--- config.mk ---
export PLATFORM = sky130hd
export DESIGN_NAME = occ_arbiter
export DESIGN_NICKNAME = d
export VERILOG_FILES = /design/src/rtl/occ_arbiter_pkg.sv /design/src/rtl/occ_arbiter_rr_pick2.sv /design/src/rtl/occ_arbiter.sv
export SDC_FILE = /design/constraint.sdc
export NUM_CORES = 1
export LEC_CHECK = 0
export BUFFER_PORTS_ARGS = -buffer_cell sky130_fd_sc_hd__clkbuf_2
export CAP_MARGIN = 20
export CORE_MARGIN = 1
export CORE_UTILIZATION = 42
export CTS_CLUSTER_SIZE = 10
export DETAILED_ROUTE_END_ITERATION = 12
export PLACE_DENSITY = 0.79
export SLEW_MARGIN = 20
export SYNTH_ARGS = -nofsm -noshare
export SYNTH_HDL_FRONTEND = slang
export SYNTH_HIERARCHICAL = 1
export SYNTH_SLANG_ARGS = --single-unit
--- constraint.sdc ---
create_clock -name clk -period 6.2 [get_ports clk]
set_input_delay 1.86 -clock clk [delete_from_list [all_inputs] [get_ports clk]]
set_output_delay 1.86 -clock clk [all_outputs]
set_load 0.02 [all_outputs]
--- src/rtl/occ_arbiter_pkg.sv ---
// Shared definitions for the Occ memory arbiter: FSM encoding, default widths
// and the timeout counter helper.
package occ_arbiter_pkg;

  localparam int unsigned OCC_ADDR_W  = 8;
  localparam int unsigned OCC_DATA_W  = 32;
  localparam int unsigned OCC_TIMEOUT = 16;
  localparam int unsigned OCC_CNT_W   = 8;

  typedef enum logic [0:0] {
    ST_IDLE = 1'b0,
    ST_WAIT = 1'b1
  } occ_state_e;

  function automatic logic [OCC_CNT_W-1:0] cnt_inc(input logic [OCC_CNT_W-1:0] cnt);
    return cnt + 8'd1;
  endfunction

endpackage

--- src/rtl/occ_arbiter_rr_pick2.sv ---
// Two-way round-robin selector: on contention the requester not served last wins.
module rr_pick2 (
  input  logic req0,
  input  logic req1,
  input  logic last,
  output logic valid,
  output logic win
);

  // pick a winner from the current request pair
  always_comb begin
    valid = req0 | req1;
    if (req0 && req1) begin
      win = ~last;
    end else if (req1) begin
      win = 1'b1;
    end else begin
      win = 1'b0;
    end
  end

endmodule

--- src/rtl/occ_arbiter.sv ---
// Arbitrates two requesters onto a single Occ ROM port, one outstanding read
// at a time, with a per-transaction timeout that returns an error response.
module occ_arbiter
  import occ_arbiter_pkg::*;
#(
  parameter int ADDR_W  = OCC_ADDR_W,
  parameter int DATA_W  = OCC_DATA_W,
  parameter int TIMEOUT = OCC_TIMEOUT
) (
  input  logic              clk,
  input  logic              rst_n,
  input  logic              req0_i,
  input  logic              req1_i,
  input  logic [ADDR_W-1:0] addr0_i,
  input  logic [ADDR_W-1:0] addr1_i,
  output logic              gnt0_o,
  output logic              gnt1_o,
  output logic [DATA_W-1:0] rdata0_o,
  output logic [DATA_W-1:0] rdata1_o,
  output logic              rvalid0_o,
  output logic              rvalid1_o,
  output logic              err0_o,
  output logic              err1_o,
  output logic              ce_rom_Occ_o,
  output logic [ADDR_W-1:0] addr_rom_Occ_o,
  input  logic [DATA_W-1:0] data_Occ_i,
  input  logic              data_valid,
  output logic              busy_o
);

  occ_state_e           state_r;
  logic                 owner_r;
  logic                 last_r;
  logic [OCC_CNT_W-1:0] cnt_r;
  logic                 gnt0_r, gnt1_r;
  logic                 rvalid0_r, rvalid1_r;
  logic                 err0_r, err1_r;
  logic [DATA_W-1:0]    rdata0_r, rdata1_r;
  logic                 ce_r;
  logic [ADDR_W-1:0]    addr_r;
  logic                 busy_r;

  logic                 pick_valid_s;
  logic                 pick_win_s;
  logic [OCC_CNT_W-1:0] cnt_next_s;
  logic                 timeout_s;
  logic                 resp_s;
  logic                 resp_err_s;
  logic [DATA_W-1:0]    resp_data_s;

  rr_pick2 u_pick (
    .req0  (req0_i),
    .req1  (req1_i),
    .last  (last_r),
    .valid (pick_valid_s),
    .win   (pick_win_s)
  );

  // response qualification; a data_valid on the timeout cycle wins over the error
  always_comb begin
    cnt_next_s = cnt_inc(cnt_r);
    timeout_s  = (cnt_next_s == OCC_CNT_W'(TIMEOUT));
    resp_s     = data_valid | timeout_s;
    resp_err_s = ~data_valid;
    if (data_valid) begin
      resp_data_s = data_Occ_i;
    end else begin
      resp_data_s = {DATA_W{1'b0}};
    end
  end

  // arbitration FSM with all outputs registered
  always_ff @(posedge clk) begin
    if (!rst_n) begin
      state_r   <= ST_IDLE;
      owner_r   <= 1'b0;
      last_r    <= 1'b1;
      cnt_r     <= {OCC_CNT_W{1'b0}};
      gnt0_r    <= 1'b0;
      gnt1_r    <= 1'b0;
      rvalid0_r <= 1'b0;
      rvalid1_r <= 1'b0;
      err0_r    <= 1'b0;
      err1_r    <= 1'b0;
      rdata0_r  <= {DATA_W{1'b0}};
      rdata1_r  <= {DATA_W{1'b0}};
      ce_r      <= 1'b0;
      addr_r    <= {ADDR_W{1'b0}};
      busy_r    <= 1'b0;
    end else begin
      gnt0_r    <= 1'b0;
      gnt1_r    <= 1'b0;
      rvalid0_r <= 1'b0;
      rvalid1_r <= 1'b0;
      err0_r    <= 1'b0;
      err1_r    <= 1'b0;
      case (state_r)
        ST_IDLE: begin
          if (pick_valid_s) begin
            owner_r <= pick_win_s;
            gnt0_r  <= ~pick_win_s;
            gnt1_r  <= pick_win_s;
            addr_r  <= pick_win_s ? addr1_i : addr0_i;
            ce_r    <= 1'b1;
            cnt_r   <= {OCC_CNT_W{1'b0}};
            busy_r  <= 1'b1;
            state_r <= ST_WAIT;
          end
        end
        ST_WAIT: begin
          if (resp_s) begin
            if (owner_r) begin
              rdata1_r  <= resp_data_s;
              rvalid1_r <= 1'b1;
              err1_r    <= resp_err_s;
            end else begin
              rdata0_r  <= resp_data_s;
              rvalid0_r <= 1'b1;
              err0_r    <= resp_err_s;
            end
            last_r  <= owner_r;
            ce_r    <= 1'b0;
            busy_r  <= 1'b0;
            state_r <= ST_IDLE;
          end else begin
            cnt_r <= cnt_next_s;
          end
        end
        default: begin
          ce_r    <= 1'b0;
          busy_r  <= 1'b0;
          state_r <= ST_IDLE;
        end
      endcase
    end
  end

  assign gnt0_o         = gnt0_r;
  assign gnt1_o         = gnt1_r;
  assign rvalid0_o      = rvalid0_r;
  assign rvalid1_o      = rvalid1_r;
  assign err0_o         = err0_r;
  assign err1_o         = err1_r;
  assign rdata0_o       = rdata0_r;
  assign rdata1_o       = rdata1_r;
  assign ce_rom_Occ_o   = ce_r;
  assign addr_rom_Occ_o = addr_r;
  assign busy_o         = busy_r;

endmodule
==> key figures <==
Flow run
  – Max-cap violations: 0

Finish
  – Fin area: 4370 um^2
  – P&R area growth vs syn: 26.8%
  – Layout Nets: 528
  – Share of cells above drive strength 1: 33.2%
  – Ant. Diodes: 0
  – FILL cells: 752
  – Finished Layout Cells: 581

Clocking
  – Clock Root Buffer: clkbuf_8
  – Sink Count: 90
  – Hold_buf cts: 0
  – Post-CTS Setup Repair Bufs: 0
  – Post-CTS sizing: 0
  – CTS tree: done
  – H-tree Lvls: 3
  – Worst-path clk slew: 0.09 ns
  – Total CTS buffers: 9
  – Latest clock arrival within the worst-skew pair: 0.35 ns
  – Longest Clk Path Bufs: 2

Run status
  – Status: finished clean

Global route
  – Vias in the first global route: 3060
  – Largest net degree at the start of global routing: 39
  – Initial antenna violation count: 0
  – Grt total ovfl: 0
  – First-pass GRT wire length: 14600 um
  – GRT Total Usage: 21.4%

Drt
  – Total Wirelength: 8890 um
  – Wire per inst: 15.3 um
  – DR pass1 iterations: 5
  – Vias per inst: 5.52
  – DR iter-0 viols: 185
  – Via count: 3207
  – DRT antenna net count: 0
  – Drt drc: 0

Yosys
  – Synthesis warning total: 6
  – Cell taking the most area after synthesis: dfxtp_1
  – Top-area cell type share of the netlist area: 52.3%
  – Register area share after synthesis: 52.3%
  – Ys async rst share: 0%
  – Top post-synthesis cells by area: dfxtp_1 (52%), a22o_1 (7.9%), a22oi_1 (7.0%)
  – Mapped Cells: 359
  – Seq cells post-synth: 90
  – Count leader, synth: dfxtp_1
  – Top post-synthesis cells by count: dfxtp_1 (90), nand3_1 (43), a21oi_1 (37)
  – Post-synth EDFFs: 0
  – Avg Cell Area, Syn: 9.59 um^2
  – Netlist cell types: 37
  – Netlist Area Pre-Place: 3440 um^2
  – Syn_nets: 413
  – Main synth FF type: dfxtp_1

Setup path
  – Worst Setup Start Kind: input pin
  – Crit path capture type: flip-flop
  – CP Cell Sequence: clkbuf_2 -> inv_2 -> nor2_2 -> buf_4 -> a22o_1
  – Worst path max stage delay: 0.64 ns
  – CP Data Arrival Time: 3.50 ns
  – Number of buffers and inverters on the critical path: 3
  – Max stage delay cell, worst path: nor2_2
  – WS Path Type: in -> reg
  – Critical Path Fanout Max: 38
  – CP delay by family, top: buffers and inverters
  – Required @ worst endpoint: 6.50 ns

Placement
  – Post-DP Area: 4130 um^2
  – RePlAce Congestion: 0.852
  – Dpl hpwl: 5950 um
  – Cells after DPL: 565
  – IO buf count: 132

STA
  – RSZ-0062 raised after global routing: no
  – Tcrit/Tclk final: 51.6%
  – Final hold violation count: 0
  – Setup Viol. Count Final: 0
  – Slew Limit Fails: 0
  – Worst-margin pin slew: 0.755 ns
  – Tmin final: 3.20 ns
  – Worst Clk Skew: 0.0132 ns
  – Sum Neg Setup Slack: 0 ns
  – Max_slew headroom: 49.6%
  – FMAX: 313 MHz

Pwr
  – Total power: 1.24 mW
  – P per Cell Area: 284 nW/um^2
  – Lkg Pwr: 1.87 nW
  – Worst vdd ir: 0.136 mV

Die
  – Die Span Y: 92.6 um
  – Core Area: 7850 um^2
  – Ports: 133
  – Initial Utilization: 43.9%
  – Die W: 92.6 um
  – Rows: 32
  – Full die area: 8570 um^2

Hold path
  – Hold Path Class: reg -> reg
worst paths after layout:
check | startpoint | to | slack, ns | depth (start not counted)
setup / recovery | data_valid | rdata1_o[14] | 3.00 | 5
hold reg to reg | rdata1_o[28] | rdata1_o[28] | 0.48 | 1
setup reg to reg | cnt_r[0] | rdata1_o[18] | 3.51 | 7
hold / removal | rdata1_o[28] | rdata1_o[28] | 0.48 | 1
power by group:
group          total [mW]  switching, mW  internal (mW)
Combinational       0.157         0.0994         0.0576
Clock               0.459          0.216          0.244
Sequential          0.622         0.0189          0.603
layout make-up:
class	instances	area (um^2)	share of cell area, %
Sequential cell	90	1800	41.3
Inverter	4	15.0	0.344
Timing Repair Buffer	138	706	16.2
Clock inverter	6	97.6	2.23
Tap cell	102	128	2.92
Clock buffer	10	138	3.15
Multi-Input combinational cell	231	1480	33.9
flip-flops by register name, summed over array words and instances (netlist names):
name,flops
cnt_r,8
gnt1_o,1
err1_o,1
rvalid1_o,1
busy_o,1
rvalid0_o,1
rdata0_o,32
addr_rom_Occ_o,8
err0_o,1
gnt0_o,1
rdata1_o,32
owner_r,1
last_r,1
state_r,1
kinds of logic after synthesis:
kind of cell             after synthesis  synth area share, %
flip-flops                            90                 52.3
AO/OA/AOI/OAI                        124                 25.2
adder cells (fa/ha/maj)                1                0.363
buffers and inverters                 38                 4.98
XOR/XNOR                               1                0.254
multiplexers                          10                 2.91
AND/OR/NAND/NOR                       95                 13.9
worst reg2reg max path: stages (launching register included):
cell and delay [ns]:
dfxtp_1 0.37, ha_1 0.27, or3_1 0.32, a211o_1 0.30, a221o_1 0.42, buf_4 0.30, o21a_4 0.38, a22o_1 0.24
metrics by stage:
stage | util [%] | setup slack, ns | hold slack (ns)
2_1_floorplan | - | 3.30 | 0.445
3_3_place_gp | 52.6 | 2.12 | 0.455
3_5_place_dp | 52.6 | 2.19 | 0.457
4_1_cts | 55.6 | 2.56 | 0.483
5_1_grt | 55.6 | 2.85 | 0.500
6_report | 55.6 | 3.00 | 0.479
placed cells by master, fill, tap and decap left out, types with 2 or more instances in the layout:
cell	instances
nand2b_1	4
a22o_1	31
a22oi_1	32
o21ai_0	7
clkbuf_8	10
bufinv_16	2
a31oi_1	2
clkinv_4	2
nand3b_1	2
nand2_1	9
and2_1	2
nor3_1	8
a21oi_1	37
dfxtp_1	90
a211oi_1	8
nor2b_1	4
buf_4	6
inv_1	3
nand3_1	43
nand4_1	3
mux2i_1	10
nor2_1	12
nand4b_1	2
clkbuf_2	132
metal layers:
layer  up-vias  routed length (um)  track usage [%]
met5         -                   0                0
met4         0                 154             9.64
met3        15                 581             4.84
met2       110                4260             35.2
met1      1519                3890             26.7
li1       1563                   -                -
No activity file was read; power rests on OpenSTA's default activity.
